File: src/rtl/alarm_pkg.sv
// Shared encodings, frame codes and parameter defaults for the flood alarm scheduler.
package alarm_pkg;

  localparam int unsigned TICK_DIV_DEF      = 500;
  localparam int unsigned CONFIRM_TICKS_DEF = 3;
  localparam int unsigned MUTE_TICKS_DEF    = 8;

  localparam int unsigned LEVEL_W = 3;
  localparam int unsigned STATE_W = 3;
  localparam int unsigned FRAME_W = 4;
  localparam int unsigned SPEED_W = 2;

  typedef enum logic [STATE_W-1:0] {
    ST_NORMAL    = 3'd0,
    ST_WARN      = 3'd1,
    ST_DANGER    = 3'd2,
    ST_FLOOD     = 3'd3,
    ST_EMERGENCY = 3'd4
  } alarm_state_e;

  localparam logic [FRAME_W-1:0] FRAME_FLOOD_BLANK = 4'd6;
  localparam logic [FRAME_W-1:0] FRAME_FLOOD_FULL  = 4'd7;
  localparam logic [FRAME_W-1:0] FRAME_EMERG_A     = 4'd8;
  localparam logic [FRAME_W-1:0] FRAME_EMERG_B     = 4'd9;

  // Highest level skips the stability filter.
  localparam logic [LEVEL_W-1:0] LEVEL_BYPASS = 3'd7;

  // Alarm class for an accepted water level.
  function automatic alarm_state_e level_to_state(input logic [LEVEL_W-1:0] lvl);
    alarm_state_e st;
    case (lvl)
      3'd0:             st = ST_NORMAL;
      3'd1, 3'd2, 3'd3: st = ST_WARN;
      3'd4, 3'd5:       st = ST_DANGER;
      3'd6:             st = ST_FLOOD;
      default:          st = ST_EMERGENCY;
    endcase
    return st;
  endfunction

  // Length in ticks of the current blink/beep phase.
  function automatic logic [2:0] phase_len(input alarm_state_e st, input logic ph,
                                           input logic [SPEED_W-1:0] spd);
    logic [2:0] len;
    case (st)
      ST_WARN:      len = ph ? 3'd3 : 3'd1;
      ST_DANGER:    len = 3'd1;
      ST_FLOOD:     len = 3'd2;
      ST_EMERGENCY: len = (spd == 2'd0) ? 3'd4 : ((spd == 2'd1) ? 3'd2 : 3'd1);
      default:      len = 3'd1;
    endcase
    return len;
  endfunction

endpackage

File: src/rtl/alarm_scheduler_tick_gen.sv
// Free-running divider: one-clk tick each time the counter wraps.
module tick_gen
  import alarm_pkg::*;
#(
  parameter int unsigned TICK_DIV = TICK_DIV_DEF
) (
  input  logic clk,
  input  logic rst,
  output logic tick_c
);

  localparam int unsigned CNT_W = (TICK_DIV > 1) ? $clog2(TICK_DIV) : 1;

  logic [CNT_W-1:0] cnt;

  assign tick_c = (cnt == CNT_W'(TICK_DIV - 1));

  // Divider counter, 0..TICK_DIV-1.
  always_ff @(posedge clk or negedge rst) begin
    if (!rst) begin
      cnt <= '0;
    end else if (tick_c) begin
      cnt <= '0;
    end else begin
      cnt <= cnt + CNT_W'(1);
    end
  end

endmodule

File: src/rtl/alarm_scheduler.sv
// Water-level alarm: level filter, alarm FSM, beep/blink patterns, mute and speed control.
module alarm_scheduler
  import alarm_pkg::*;
#(
  parameter int unsigned TICK_DIV      = TICK_DIV_DEF,
  parameter int unsigned CONFIRM_TICKS = CONFIRM_TICKS_DEF,
  parameter int unsigned MUTE_TICKS    = MUTE_TICKS_DEF
) (
  input  logic               clk,
  input  logic               rst,
  input  logic [LEVEL_W-1:0] level,
  input  logic               mute_pulse,
  input  logic               speed_pulse,
  output logic [STATE_W-1:0] alarm_state,
  output logic [FRAME_W-1:0] frame_sel,
  output logic               beep,
  output logic               muted,
  output logic [SPEED_W-1:0] speed
);

  localparam int unsigned CONF_W = $clog2(CONFIRM_TICKS + 1);
  localparam int unsigned MUTE_W = $clog2(MUTE_TICKS + 1);
  localparam int unsigned PAT_W  = 3;

  logic tick_c;

  tick_gen #(.TICK_DIV(TICK_DIV)) u_tick_gen (
    .clk    (clk),
    .rst    (rst),
    .tick_c (tick_c)
  );

  logic [LEVEL_W-1:0] cand;
  logic [LEVEL_W-1:0] acc_level;
  logic [CONF_W-1:0]  stable_cnt;

  // Level filter: a new level must hold for CONFIRM_TICKS ticks; top level is taken at once.
  always_ff @(posedge clk or negedge rst) begin
    if (!rst) begin
      cand       <= '0;
      acc_level  <= '0;
      stable_cnt <= '0;
    end else begin
      if (level == LEVEL_BYPASS) begin
        acc_level <= level;
      end else if (stable_cnt == CONF_W'(CONFIRM_TICKS)) begin
        acc_level <= cand;
      end
      if (level != cand) begin
        cand       <= level;
        stable_cnt <= '0;
      end else if (tick_c && (stable_cnt != CONF_W'(CONFIRM_TICKS))) begin
        stable_cnt <= stable_cnt + CONF_W'(1);
      end
    end
  end

  alarm_state_e       state, state_nxt;
  logic [PAT_W-1:0]   pat_cnt, pat_cnt_nxt;
  logic               phase, phase_nxt;
  logic [MUTE_W-1:0]  mute_cnt, mute_cnt_nxt;
  logic               muted_nxt;
  logic [SPEED_W-1:0] speed_nxt;
  logic               beep_nxt;
  logic [FRAME_W-1:0] frame_nxt;
  logic [2:0]         plen_c;
  logic               mute_ok_c;

  // Next state, pattern phase, mute window, speed and output decode.
  always_comb begin
    state_nxt    = level_to_state(acc_level);
    pat_cnt_nxt  = pat_cnt;
    phase_nxt    = phase;
    mute_cnt_nxt = mute_cnt;
    muted_nxt    = muted;
    speed_nxt    = speed;
    beep_nxt     = 1'b0;
    frame_nxt    = FRAME_W'(acc_level);
    plen_c       = phase_len(state, phase, speed);
    mute_ok_c    = ((state == ST_WARN) || (state == ST_DANGER)) &&
                   ((state_nxt == ST_WARN) || (state_nxt == ST_DANGER));

    if (speed_pulse) begin
      speed_nxt = (speed == 2'd2) ? 2'd0 : speed + 2'd1;
    end

    // Every alarm change restarts its pattern in the on / first-frame phase.
    if (state_nxt != state) begin
      pat_cnt_nxt = '0;
      phase_nxt   = 1'b0;
    end else if (tick_c) begin
      if (pat_cnt >= plen_c - 3'd1) begin
        pat_cnt_nxt = '0;
        phase_nxt   = ~phase;
      end else begin
        pat_cnt_nxt = pat_cnt + 3'd1;
      end
    end

    // Escalation or return to NORMAL wins over a coincident mute request.
    if ((state_nxt != state) && ((state_nxt > state) || (state_nxt == ST_NORMAL))) begin
      mute_cnt_nxt = '0;
      muted_nxt    = 1'b0;
    end else if (mute_pulse && mute_ok_c) begin
      mute_cnt_nxt = MUTE_W'(MUTE_TICKS);
      muted_nxt    = 1'b1;
    end else if (tick_c && muted) begin
      mute_cnt_nxt = mute_cnt - MUTE_W'(1);
      muted_nxt    = (mute_cnt != MUTE_W'(1));
    end

    case (state_nxt)
      ST_WARN, ST_DANGER: beep_nxt = ~phase_nxt;
      ST_FLOOD: begin
        beep_nxt  = 1'b1;
        frame_nxt = phase_nxt ? FRAME_FLOOD_FULL : FRAME_FLOOD_BLANK;
      end
      ST_EMERGENCY: begin
        beep_nxt  = 1'b1;
        frame_nxt = phase_nxt ? FRAME_EMERG_B : FRAME_EMERG_A;
      end
      default: beep_nxt = 1'b0;
    endcase

    if (muted_nxt) begin
      beep_nxt = 1'b0;
    end
  end

  // State and registered outputs.
  always_ff @(posedge clk or negedge rst) begin
    if (!rst) begin
      state     <= ST_NORMAL;
      pat_cnt   <= '0;
      phase     <= 1'b0;
      mute_cnt  <= '0;
      muted     <= 1'b0;
      speed     <= '0;
      beep      <= 1'b0;
      frame_sel <= '0;
    end else begin
      state     <= state_nxt;
      pat_cnt   <= pat_cnt_nxt;
      phase     <= phase_nxt;
      mute_cnt  <= mute_cnt_nxt;
      muted     <= muted_nxt;
      speed     <= speed_nxt;
      beep      <= beep_nxt;
      frame_sel <= frame_nxt;
    end
  end

  assign alarm_state = state;

endmodule

File: config.mk
export PLATFORM = sky130hd
export DESIGN_NAME = alarm_scheduler
export DESIGN_NICKNAME = d
export VERILOG_FILES = /design/src/rtl/alarm_pkg.sv /design/src/rtl/alarm_scheduler_tick_gen.sv /design/src/rtl/alarm_scheduler.sv
export SDC_FILE = /design/constraint.sdc
export NUM_CORES = 1
export LEC_CHECK = 0
export ABC_AREA = 1
export CAP_MARGIN = 5
export CORE_UTILIZATION = 41
export DETAILED_ROUTE_END_ITERATION = 12
export DONT_BUFFER_PORTS = 1
export PLACE_DENSITY_LB_ADDON = 0.1
export SETUP_SLACK_MARGIN = 0.02
export SLEW_MARGIN = 15
export SYNTH_ARGS = -nofsm -noshare
export SYNTH_HDL_FRONTEND = slang
export SYNTH_SLANG_ARGS = --single-unit
File: constraint.sdc
create_clock -name clk -period 2.3 [get_ports clk]
set_clock_uncertainty 0.2 [all_clocks]
set_input_delay 0.46 -clock clk [delete_from_list [all_inputs] [get_ports clk]]
set_output_delay 0.46 -clock clk [all_outputs]
set_load 0.005 [all_outputs]
## Yosys cells after proc, flatten, opt, wreduce, memory -nomap -nowiden

Index checks and enable logic that the tools add are counted.
W data, S select, Z words.

- Register bits: 36
- Output and inout bits: 11
- Word-level logic and storage cells: 92

- Add/subtract/negate cells: 6
- Magnitude comparators: 2
- Equality and inequality tests: 23
- Multiplexer cells: 28
- Bitwise gates (word level): 2
- Reduce and logical (&&, ||, !) cells: 19

Operators with widths:

| cell | count |
|---|---|
| $eq A3 B2 Y1 const B | 6 |
| $eq A3 B3 Y1 const B | 6 |
| $mux W3 | 6 |
| $mux W4 | 3 |
| $pmux W3 S4 | 1 |
| $mux W2 | 5 |
| $add A9 B1 Y9 const B | 1 |
| $eq A3 B1 Y1 const B | 3 |
| $eq A9 B9 Y1 const B | 1 |
| $mux W1 | 9 |
| $mux W9 | 1 |
| $pmux W3 S3 | 1 |
| $pmux W4 S2 | 1 |
| $logic_not A3 Y1 | 2 |
| $ne A3 B3 Y1 | 2 |
| $reduce_bool A2 Y1 | 3 |
| $reduce_or A2 Y1 | 3 |
| $logic_and A1 B1 Y1 | 5 |
| $add A2 B1 Y2 const B | 2 |
| $eq A2 B2 Y1 const B | 2 |
| $ne A4 B1 Y1 const B | 1 |
| $sub A4 B1 Y4 const B | 1 |
| $add A3 B1 Y3 const B | 1 |
| $ge A3 B3 Y1 | 1 |
| 10 further kinds | 13 |

## Depth between registers and ports, before layout

- Word-level depth: 12
- Mapped depth: 14

## Modules after synthesis

Synthesis repeated with hierarchy kept, for this count alone.

- Cell total of the unflattened synthesis: 215
- Area total of the unflattened synthesis: 1,874.3 um2

By module, submodules not included:

| module | times used | cells an instance | area an instance (um2) |
|---|---|---|---|
| alarm_scheduler | 1 | 161 | 1,412.6 |
| tick_gen | 1 | 54 | 461.7 |

## Worst setup path after synthesis

Ideal clock, no wire load.

- Kind: register to register
- From: register state[0], in the netlist alarm_state[0]
- To: register pat_cnt[2]
- Library setup time: 0.077 ns
- Arrival: 1.999 ns
- Path slack: 0.023 ns
- Cell stages (with the launch flop): 13
- Clock period less this slack: 2.277 ns
- Path through: dfrtp_1 -> nor2_1 -> nand3_1 -> inv_1 -> a32oi_1 -> ha_1 -> xnor2_1 -> ha_1 -> a21oi_1 -> nand3_1 -> nor2_1 -> nand2_1 -> a21oi_1

- Cells in the longest elaborated chain, start to end: 7
- Elaborated cells on any way between the ends: 11
- Those cells by class: add/sub (1); order compare (1); eq/ne (4); mux (4); reduce/logical (1)

RTL lines:

| what | line | RTL |
|---|---|---|
| from (decl) | alarm_scheduler.sv:58 | `alarm_state_e state, state_nxt;` |
| from (signal assigned) | alarm_scheduler.sv:142 | `state <= state_nxt;` |
| $eq A3 B3 Y1 (tied with other cells) | alarm_pkg.sv:46 | `case (st)` |
| $pmux W3 S3 | alarm_pkg.sv:46 |  |
| $sub A3 B1 Y3 | alarm_scheduler.sv:92 | `if (pat_cnt >= plen_c - 3'd1) begin` |
| $ge A3 B3 Y1 | alarm_scheduler.sv:92 |  |
| $mux W3 | alarm_scheduler.sv:92 |  |
| $mux W3 | alarm_scheduler.sv:91 | `end else if (tick_c) begin` |
| $mux W3 | alarm_scheduler.sv:88 | `if (state_nxt != state) begin` |
| to (signal assigned) | alarm_scheduler.sv:143 | `pat_cnt <= pat_cnt_nxt;` |
| to (decl) | alarm_scheduler.sv:59 | `logic [PAT_W-1:0] pat_cnt, pat_cnt_nxt;` |

Several ways; a longest one is shown, not always the timed one. The select of a mux whose other input is x is not followed.
A chain may end at the register's enable or synchronous reset.

## Worst setup path after layout

- From: register state[1], in the netlist alarm_state[1]
- To: register pat_cnt[2]

The elaborated chain is that of the path after synthesis.

==> results.md <==
* Status: finished with violations
* Violated checks: negative setup slack
* Routed WL at approximately 3500 um
* Chip height at between 60 and 70 um
* Met3 Usage GRT at roughly 3.6%
* Synth Area in Adders at approximately 8%
* FMAX at around 0.43 GHz
* Drt pass-1 iters at 4
* Ant diodes at 0
* Least-Margin Pin Slew at about 340 ps
* Port-buffer cells at 0
* Largest net degree at the start of global routing at 37
* WP buf/inv at 1
* P per Cell Area at 762 mW/mm^2
* Cells after Synth at between 200 and 250
* Top Usage Layer GRT: met2
* Slowest stage delay, CP at a little over 400 ps
* Initial DRC count at 46
* H-tree Lvls at 2
* Die ar. at just under 0.005 sq mm
* Initial Util at between 40% and 50%
* CTS Buffer Depth at 2
* Antenna violations before repair at 0
* Critical path, cell by cell: nor2_2 > nand3_2 > o21ai_1 > ha_2 > ha_1 > nand3_1 > nand3_2 > buf_4 > nor2_4 > nand2_1 > a21oi_1
* Distinct cells, synth at 27
* Combinational family with the most area after synthesis: simple AND/OR/NAND/NOR gates
* Critical path class: flip-flop to flip-flop
* Most frequent cells in the layout: dfrtp_1, nand2_1, inv_1, nor2_1, a21oi_1
* Met1 Use GR at between 10% and 20%
* DR WL/cell at roughly 12 um
* Post-Syn Area per Cell at between 8 and 9 sq um
* Num CTS Buffers at 5
* Final Max Tran Viols at 0
* Min Tclk post-route at around 2300 ps
* Drt drc at 0
* Post-synthesis mux area share at 0%
* Worst hold path type: input port to flip-flop
* Max_slew headroom at ~77%
* Core area at about 0.0044 sq mm
* Clk_lat worst skew at ~280 ps
* Slowest CP cell: dfrtp_1
* Crit path max-delay family: adder cells
* Root buf cell: clkbuf_8
* Tcrit/Tclk final at 101%
* Final WS setup at -17.2 ps
* Layout area overhead at 19.6%
* Met2 Track Usage GR at a little over a quarter
* Vias per cell at roughly 5
* Minimum hold slack at between 50 and 60 ps
* Setup_tns at -26.7 ps
* Clock Sinks at 36
* RePlAce Congestion at 0.782
* Commonest non-fill, non-tap cell in the layout: dfrtp_1
* Placed Cells at ~270
* IO Count at 18
* Die Width at between 60 and 70 um
* All-Layer GR Usage at approximately 16%
* Unrepaired setup endpoints after global routing: yes
* Fin. Hold Viols at 0
* Final cell count without fillers at 282
* Worst EP required at about 2300 ps
* Synthesized Nets at roughly 230
* Tot Pwr at about 1700 uW
* Vias in the first global route at roughly 1400
* Util after Layout at roughly half
* Synth Cell Area at about 0.0019 sq mm
* Worst Path Arrival at 2330 ps
* Fill count at just over 400
* Flops & latches, synth at 36
* Grt total ovfl at 0
* Cell Rows at 24
* CTS tree: yes
* Layout cell share with drive strength beyond 1 at around 20%
* Global-route wire length before repair at 6080 um
* Largest fanout on the critical path at 4
* Total Nets Final at 248
* Synth Area in Compound Gates at under 10%
* Clk slew on worst S/H paths at approximately 80 ps
* Post-DP HPWL at between 2000 and 3000 um
* Routed Antenna Nets at 0
* Via count at approximately 1400
* Crit end category: flip-flop
* Synth Area in Simple Gates at between 20 and 25%
* Worst VDD drop at between 0.4 and 0.5 mV
* Leak pwr at ~0.0011 uW
* Max_cap viols at 0
* Setup Viol. Count Final at 2
* Crit start category: flip-flop
* Post-synthesis xor/xnor area fraction at under 10%
* Post-synthesis sequential area ratio at between 40 and 50%
* Most common cell on crit path: nand3_2
* YS warnings at 0
report_power, final:
group	switching [uW]	leakage, uW	internal, uW
clock network	224	0.0000645	383
registers	12.3	0.000447	653
logic	215	0.000634	217
sequential cells by signal (all words and copies together), names as in the netlist:
register        flops
u_tick_gen.cnt      9
frame_sel           4
mute_cnt            4
acc_level           3
alarm_state         3
cand                3
pat_cnt             3
speed               2
stable_cnt          2
beep                1
muted               1
phase               1
area by class of cell:
type / count / area, sq um / area share [%]
multi-input cells: 139 / 880 / 39.4
repair buffers: 17 / 150 / 6.72
well taps: 52 / 65.1 / 2.91
inverters: 30 / 113 / 5.04
clock inverters: 1 / 30.0 / 1.34
flip-flops and latches: 36 / 901 / 40.3
clock buffers: 7 / 96.3 / 4.31
per-stage QoR:
stage          area (sq um)  setup slack, ps
2_1_floorplan          1870             23.1
3_3_place_gp           1980            -42.1
3_5_place_dp           1980            -84.2
4_1_cts                2190            -11.8
5_1_grt                2230             -139
6_report               2230            -17.2
final timing paths:
check,start,end,slack [ps],depth (start not counted)
worst max-delay path,alarm_state[1]$_DFF_PN0_,pat_cnt[2]$_DFFE_PN0P_,-20,11
worst min-delay path,speed_pulse,speed[0]$_DFFE_PN0P_,60,1
worst max register to register,alarm_state[1]$_DFF_PN0_,pat_cnt[2]$_DFFE_PN0P_,-20,11
worst min register to register,u_tick_gen.cnt[0]$_DFF_PN0_,u_tick_gen.cnt[0]$_DFF_PN0_,280,1
max in group asynchronous,rst,frame_sel[0]$_DFF_PN0_,1290,2
min in group asynchronous,rst,mute_cnt[1]$_DFFE_PN0P_,420,2
timing repair:
action                     CTS  global route
hold buffers                 5             0
hold endpoints to repair    39             0
buffers inserted             0             2
setup endpoints to repair    6             6
gates resized for setup      7             6
pin swaps                    4             6
Yosys cell counts:
cell type	number	area share, %
dfrtp_1	36	48
nand2_1	34	6.8
inv_1	28	5.6
nor2_1	17	3.4
a21oi_1	16	4.3
nand3_1	16	4.3
ha_1	12	8.0
nor3_1	6	1.6
o21ai_0	6	1.6
xor2_1	6	2.8
nand4_1	5	1.7
clkbuf_1	4	0.80
nor2_2	4	1.3
inv_2	2	0.40
nand2_2	2	0.67
nand3_2	2	1.1
nor2_4	2	1.2
o211ai_1	2	0.80
o21ai_1	2	0.54
a211oi_1	1	0.40
a32oi_1	1	0.47
buf_6	1	0.60
nand2_4	1	0.60
nand3_4	1	0.94
nor3b_1	1	0.40
o21ai_4	1	0.87
xnor2_1	1	0.47
cells by family (layout without fill, tap and decap cells):
kind of cell,count (synthesis),in the layout
AOI/OAI and AO/OA,29,29
xor gates and xnor gates,7,7
adders and majority gates,12,12
buffers and inverters,35,55
DFF,36,36
and+or+nand+nor,91,91
metal layers:
metal | part of all wire [%] | wire length, um
met1 | 47 | 1650
met5 | 0 | 0
met3 | 2.1 | 72
met2 | 51 | 1770
met4 | 0.37 | 13
Power figures use the tool's default switching activity.
